--- src/rtl/seq_serializer.sv ---
// seq_serializer: parallel-to-serial front end for the sequence identifier.
// Accepts DATA_W-bit words on a valid/ready handshake and emits them one bit
// per clock on bit_o. A one-word holding register lets a new word be taken
// while the previous one is still shifting, so words stream with no gaps.
//
// Ports:
//   clk_i        clock, rising edge
//   rst_i        asynchronous active-high reset
//   data_i       word to serialize, sampled on valid_i && ready_o
//   valid_i      data_i holds a word
//   ready_o      a word can be accepted this cycle (registers only)
//   bit_o        serial bit, 0 while idle
//   bit_valid_o  bit_o carries a payload bit
//   last_o       bit_o carries the final bit of a word
//   busy_o       shifter active or holding register occupied
module seq_serializer #(
  parameter int DATA_W    = 8,
  parameter bit MSB_FIRST = 1'b1
) (
  input  logic              clk_i,
  input  logic              rst_i,
  input  logic [DATA_W-1:0] data_i,
  input  logic              valid_i,
  output logic              ready_o,
  output logic              bit_o,
  output logic              bit_valid_o,
  output logic              last_o,
  output logic              busy_o
);

  localparam int CNT_W = (DATA_W > 1) ? $clog2(DATA_W) : 1;
  localparam logic [CNT_W-1:0] CNT_LAST = CNT_W'(DATA_W - 1);

  typedef enum logic {
    IDLE,
    SHIFT
  } state_e;

  state_e            state_q, state_d;
  logic [DATA_W-1:0] hold_q, hold_d;
  logic              hold_full_q, hold_full_d;
  logic [DATA_W-1:0] sh_q, sh_d;
  logic [CNT_W-1:0]  cnt_q, cnt_d;

  logic at_last;
  logic load;
  logic accept;

  assign at_last = (state_q == SHIFT) && (cnt_q == CNT_LAST);
  // The shifter takes the held word when idle or on the last bit of the
  // current word, which is what makes back-to-back streaming gap-free.
  assign load    = hold_full_q && ((state_q == IDLE) || at_last);
  assign accept  = valid_i && ready_o;

  // State register
  always_ff @(posedge clk_i or posedge rst_i) begin
    if (rst_i) begin
      state_q     <= IDLE;
      hold_q      <= '0;
      hold_full_q <= 1'b0;
      sh_q        <= '0;
      cnt_q       <= '0;
    end else begin
      state_q     <= state_d;
      hold_q      <= hold_d;
      hold_full_q <= hold_full_d;
      sh_q        <= sh_d;
      cnt_q       <= cnt_d;
    end
  end

  // Next-state and datapath
  always_comb begin
    state_d     = state_q;
    hold_d      = hold_q;
    hold_full_d = hold_full_q;
    sh_d        = sh_q;
    cnt_d       = cnt_q;

    case (state_q)
      IDLE:    if (load) state_d = SHIFT;
      SHIFT:   if (at_last && !load) state_d = IDLE;
      default: state_d = IDLE;
    endcase

    if (load) begin
      sh_d  = hold_q;
      cnt_d = '0;
    end else if ((state_q == SHIFT) && !at_last) begin
      sh_d  = MSB_FIRST ? {sh_q[DATA_W-2:0], 1'b0} : {1'b0, sh_q[DATA_W-1:1]};
      cnt_d = cnt_q + CNT_W'(1);
    end

    // Accept wins over the load-clear: on a simultaneous edge the old word
    // has already moved into sh_d above and the new one takes its place.
    if (accept) begin
      hold_d      = data_i;
      hold_full_d = 1'b1;
    end else if (load) begin
      hold_full_d = 1'b0;
    end
  end

  // Outputs
  always_comb begin
    ready_o     = !hold_full_q || load;
    bit_valid_o = (state_q == SHIFT);
    last_o      = at_last;
    busy_o      = (state_q == SHIFT) || hold_full_q;
    bit_o       = 1'b0;
    if (state_q == SHIFT) bit_o = MSB_FIRST ? sh_q[DATA_W-1] : sh_q[0];
  end

endmodule

--- config.mk ---
export PLATFORM = sky130hd
export DESIGN_NAME = seq_serializer
export DESIGN_NICKNAME = d
export VERILOG_FILES = /design/src/rtl/seq_serializer.sv
export SDC_FILE = /design/constraint.sdc
export NUM_CORES = 1
export LEC_CHECK = 0
export CORE_UTILIZATION = 51
export DETAILED_ROUTE_END_ITERATION = 6
export PLACE_DENSITY = 0.77
export SETUP_SLACK_MARGIN = 0.4
export SKIP_CTS_REPAIR_TIMING = 1
export SLEW_MARGIN = 20
export SYNTH_ARGS = -nofsm -noshare
export SYNTH_HDL_FRONTEND = slang
export SYNTH_SLANG_ARGS = --single-unit
--- constraint.sdc ---
create_clock -name clk_i -period 1.8 [get_ports clk_i]
set_clock_uncertainty 0.1 [all_clocks]
set_input_delay 0.45 -clock clk_i [delete_from_list [all_inputs] [get_ports clk_i]]
set_output_delay 0.45 -clock clk_i [all_outputs]
set_load 0.02 [all_outputs]
# After elaboration in Yosys (flattened, before gate mapping)
# Cells that the tools add are included.
[totals] register_bits=21 input_bits=11 output_inout_bits=5 wordCells=31
[op_classes] n_addsub=1 eq_ne=1 muxes=10 n_bitwise=1 n_reduce_logical=13
[ops] op="$mux 8" count=2
[ops] op="$mux 3" count=2
[ops] op="$logic_and 1x1->1" count=5
[ops] op="$mux 1" count=5
[ops] op="$reduce_bool 2->1" count=2
[ops] op="$add 3x1->3 const B" count=1
[ops] op="$eq 3x3->1 const B" count=1
[ops] op="$logic_not 1->1" count=3
[ops] op="$logic_or 1x1->1" count=3
[ops] op="$pmux 1 s2" count=1
[ops] op="$not 1->1" count=1

# Longest topological paths before layout
[logic_depth] word_depth=8 depth_mapped=6 ltp_nobuf=5

# Worst setup path before layout
# Ideal clock, no wire load.
[synth_timing] path_type="register to register" start="reg cnt_q[0]" end="reg hold_q[0]" setup_time_ns=0.125 t_arrival_ns=1.431 required_ns=1.575 slack_ns=0.144 stages_incl_launch_ff=6 n_path_buf=0 period_less_slack_ns=1.656 cell_sequence="dfrtp_1 ha_1 ha_1 nand3b_4 nand2_8 mux2_4"
[synth_via] elab_chain_len=6
[synth_rtl] element="from (decl)" line_no="43" source="logic [CNT_W-1:0] cnt_q, cnt_d;"
[synth_rtl] element="from (signal assigned)" line_no="68" source="cnt_q <= cnt_d;"
[synth_rtl] element="$eq 3x3->1" line_no="49" source="assign at_last = (state_q == SHIFT) && (cnt_q == CNT_LAST);"
[synth_rtl] element="$logic_and 1x1->1" line_no="49"
[synth_rtl] element="$logic_or 1x1->1" line_no="52" source="assign load = hold_full_q && ((state_q == IDLE) || at_last);"
[synth_rtl] element="$logic_and 1x1->1" line_no="52"
[synth_rtl] element="$logic_or 1x1->1" line_no="106" source="ready_o = !hold_full_q || load;"
[synth_rtl] element="named net ready_o" line_no="24" source="output logic ready_o,"
[synth_rtl] element="$logic_and 1x1->1" line_no="53" source="assign accept = valid_i && ready_o;"
[synth_rtl] element="to (signal assigned)" line_no="65" source="hold_q <= hold_d;"
[synth_rtl] element="to (decl)" line_no="40" source="logic [DATA_W-1:0] hold_q, hold_d;"
# The timed path passes the listed nets, and every way through them passes these cells.
# A chain may end at the register's enable or synchronous reset.

# Final worst setup path
[layout_timing] start="reg cnt_q[0]" end="out ready_o"
[layout_via] elab_chain_len=5
[layout_rtl] element="$eq 3x3->1" line_no="49"
[layout_rtl] element="$logic_and 1x1->1" line_no="49"
[layout_rtl] element="$logic_or 1x1->1" line_no="52"
[layout_rtl] element="$logic_and 1x1->1" line_no="52"
[layout_rtl] element="$logic_or 1x1->1" line_no="106"
[layout_rtl] element="to (decl)" line_no="24"
# Every way passes these cells.

==> results by group <==
Synth
  – Post-synth top area cell: dfrtp_1
  – Post-synthesis cell area: 977.2 um^2
  – Most frequent cell after synthesis: dfrtp_1
  – Post-Syn Area per Cell: 13.21 um^2
  – Synth warn: 0
  – Post-synth top cells: dfrtp_1 (21), mux2_4 (9), nand2_1 (9), o21ai_0 (9), mux2i_1 (8)
  – Number of flops mapped to enable cells by yosys: 0
  – Synthesized flop and latch total: 21
  – Ys async rst share: 1.000
  – Cell variety after synth: 16
  – Sequential fraction of the synthesis area: 0.5378
  – Post-synth top area share: 0.5378
  – Most used DFF post-synth: dfrtp_1
  – Cells after Synth: 74
  – Ranking of synthesized cells by area: dfrtp_1 (54%), mux2_4 (14%), mux2i_1 (8.2%)
  – Syn nets: 87

Finish
  – Area growth from synthesis to layout: 37.13%
  – Final nets: 116
  – Design area: 0.001340 mm^2
  – Proportion of layout cells with a drive suffix above 1: 0.5000
  – Layout Cells excl Fill: 127
  – Ant. Diodes: 0

Clocking
  – CTS sink count: 21
  – Clock transition at path regs: 0.11 ns
  – Max clock buf depth: 2
  – Number of buffers created by CTS: 3
  – Worst-Skew Late Latency: 0.29 ns
  – H-tree Lvls: 1
  – Clock root cell: clkbuf_4
  – TritonCTS clock tree: done

Critical path
  – Worst Setup End Kind: primary output
  – Slowest CP cell: dfrtp_1
  – CP Class: reg -> out
  – Critical Path AT: 1.36 ns
  – Required @ worst endpoint: 1.25 ns
  – Crit-path max cell delay: 0.41 ns
  – Worst path cell trace: ha_2 > ha_4 > nand3b_4 > buf_6
  – CP Max Fanout: 3
  – Startpoint type of the worst setup path: flip-flop

Pwr
  – Pwr Total: 0.002049 W
  – Power per Cell Area: 1529 mW/mm^2
  – Peak VDD IR: 0.8513 mV
  – P_leak: 0.6617 nW

Global route
  – Gr ovfl total: 0
  – GRT Resource Usage Total: 0.1859
  – First-pass GRT wire length: 2587 um
  – Largest net degree at the start of global routing: 22
  – Vias in the first global route: 610
  – Initial antenna violation count: 0

Place
  – Place WS: -0.1900 ns
  – Post-DP HPWL: 1128 um
  – GP Congestion: 0.6776
  – Port bufs: 15
  – Placed cell area: 0.001207 mm^2
  – Placed cells: 119

Run status
  – Outcome: complete, but fails checks
  – Failing checks: negative setup slack

Timing
  – Final Hold Vio Count: 0
  – RSZ-0062 raised after global routing: true
  – Rel. slew slack: 0.8318
  – Final period util: 1.059
  – Pins Over Slew Limit: 0
  – Final Worst Setup Slack: -0.1054 ns
  – Achievable Freq: 524.8 MHz
  – Final setup fails: 2
  – Worst slew pin tran: 0.2523 ns
  – Final min period: 1.905 ns

Die
  – Num rows: 15
  – Die Ht: 45.77 um
  – Die area: 0.002095 mm^2
  – Die width: 45.77 um
  – Core region area: 0.001764 mm^2
  – Io pins: 16
  – Initial Util: 0.5539

Run
  – Max Cap Viol: 0

Detailed routing
  – # DRC: 0
  – Detailed Route WL: 1794 um
  – Vias: 645
  – Via density: 5.079
  – DRT iter0 DRCs: 10
  – Antenna Violating Nets Remaining: 0
  – 1st-pass router iterations: 4
  – DR WL/cell: 14.13 um

Hold path
  – Hold crit path type: in -> async
## path summary, 6_finish.rpt
| check | slack [ns] | from | cells past startpoint | end |
|---|---|---|---|---|
| min | 0.36 | rst_i | 3 | sh_q[3] |
| max in group asynchronous | 1.04 | rst_i | 3 | hold_q[3] |
| max | -0.11 | cnt_q[0] | 4 | ready_o |
| min in group clk_i | 0.42 | hold_q[5] | 1 | hold_q[5] |
| min reg2reg | 0.42 | hold_q[5] | 1 | hold_q[5] |
| max reg2reg | 0.08 | cnt_q[0] | 6 | hold_q[7] |
## logic make-up after synthesis
group / share of synthesized area
AO/OA/AOI/OAI: 0.04609
buffers and inverters: 0.03842
AND/OR/NAND/NOR: 0.1319
flip-flops: 0.5378
multiplexers: 0.2202
adder cells (fa/ha/maj): 0.02560
## flip-flops by register name (all words and copies together), names as in the netlist
signal	cells
hold_full_q	1
sh_q	8
hold_q	8
bit_valid_o	1
cnt_q	3
## report_power, final
group,leakage (nW),total [W],internal [W],switching (W)
combinational,0.388,0.00102,0.000607,0.000413
clock,0.0177,0.000217,0.0000827,0.000135
sequential,0.256,0.000812,0.000673,0.000139
total,0.662,0.00205,0.00136,0.000687
## layout make-up
class                           instances  area, um^2
Multi-Input combinational cell         48       483.0
Tap cell                               25       31.28
Fill cell                             128       424.2
Timing Repair Buffer                   27       265.3
Sequential cell                        21       525.5
Clock inverter                          1       5.005
Inverter                                2       7.507
Clock buffer                            3       22.52
## layer usage
metal | vias to the layer above | global-route usage | routed length (um) | share of wire
li1 | 308 | - | - | -
met2 | 12 | 0.3343 | 1001 | 0.56
met1 | 323 | 0.2094 | 740 | 0.41
met4 | 0 | 0.1059 | 13 | 0.0072
met3 | 2 | 0.02381 | 39 | 0.022
met5 | - | 0 | 0 | 0
## per-stage QoR
step | hold WS (ns) | util | TNS, ns
final | 0.3626 | 0.7596 | -0.1953
after detailed placement | 0.3682 | 0.6844 | -0.3420
after global routing | 0.3876 | 0.7596 | -0.3132
after global placement | 0.3590 | 0.6844 | -0.2775
after CTS | 0.3649 | 0.7000 | -1.730
after floorplan | 0.3265 | - | 0
## cells in the final DEF (no fill, tap or decap)
cell             Yosys  routed
mux2_4               9       9
or2_4                0       1
ha_4                 0       1
nand2_2              0       7
buf_8                0       1
inv_1                2       2
and2_4               0       2
o21ai_1              0       6
o21ai_2              0       3
buf_6                2       8
nand2_8              1       1
and2b_4              1       1
clkbuf_4             0       3
nand2b_1             3       3
nand2_4              0       1
nand2_1              9       1
ha_2                 0       1
clkinv_2             0       1
nor2_2               0       1
clkdlybuf4s50_1      0      10
buf_4                1       8
dfrtp_1             21      21
nand3b_4             1       1
nor2_4               0       1
mux2i_1              8       8
## worst max-delay path: cells and delay by family (launching register included)
family	cells	cell delay, ns
flops	1	0.41
buf+inv	1	0.13
fa+ha+maj	2	0.36
simple gates	1	0.15
Power figures use the tool's default switching activity.
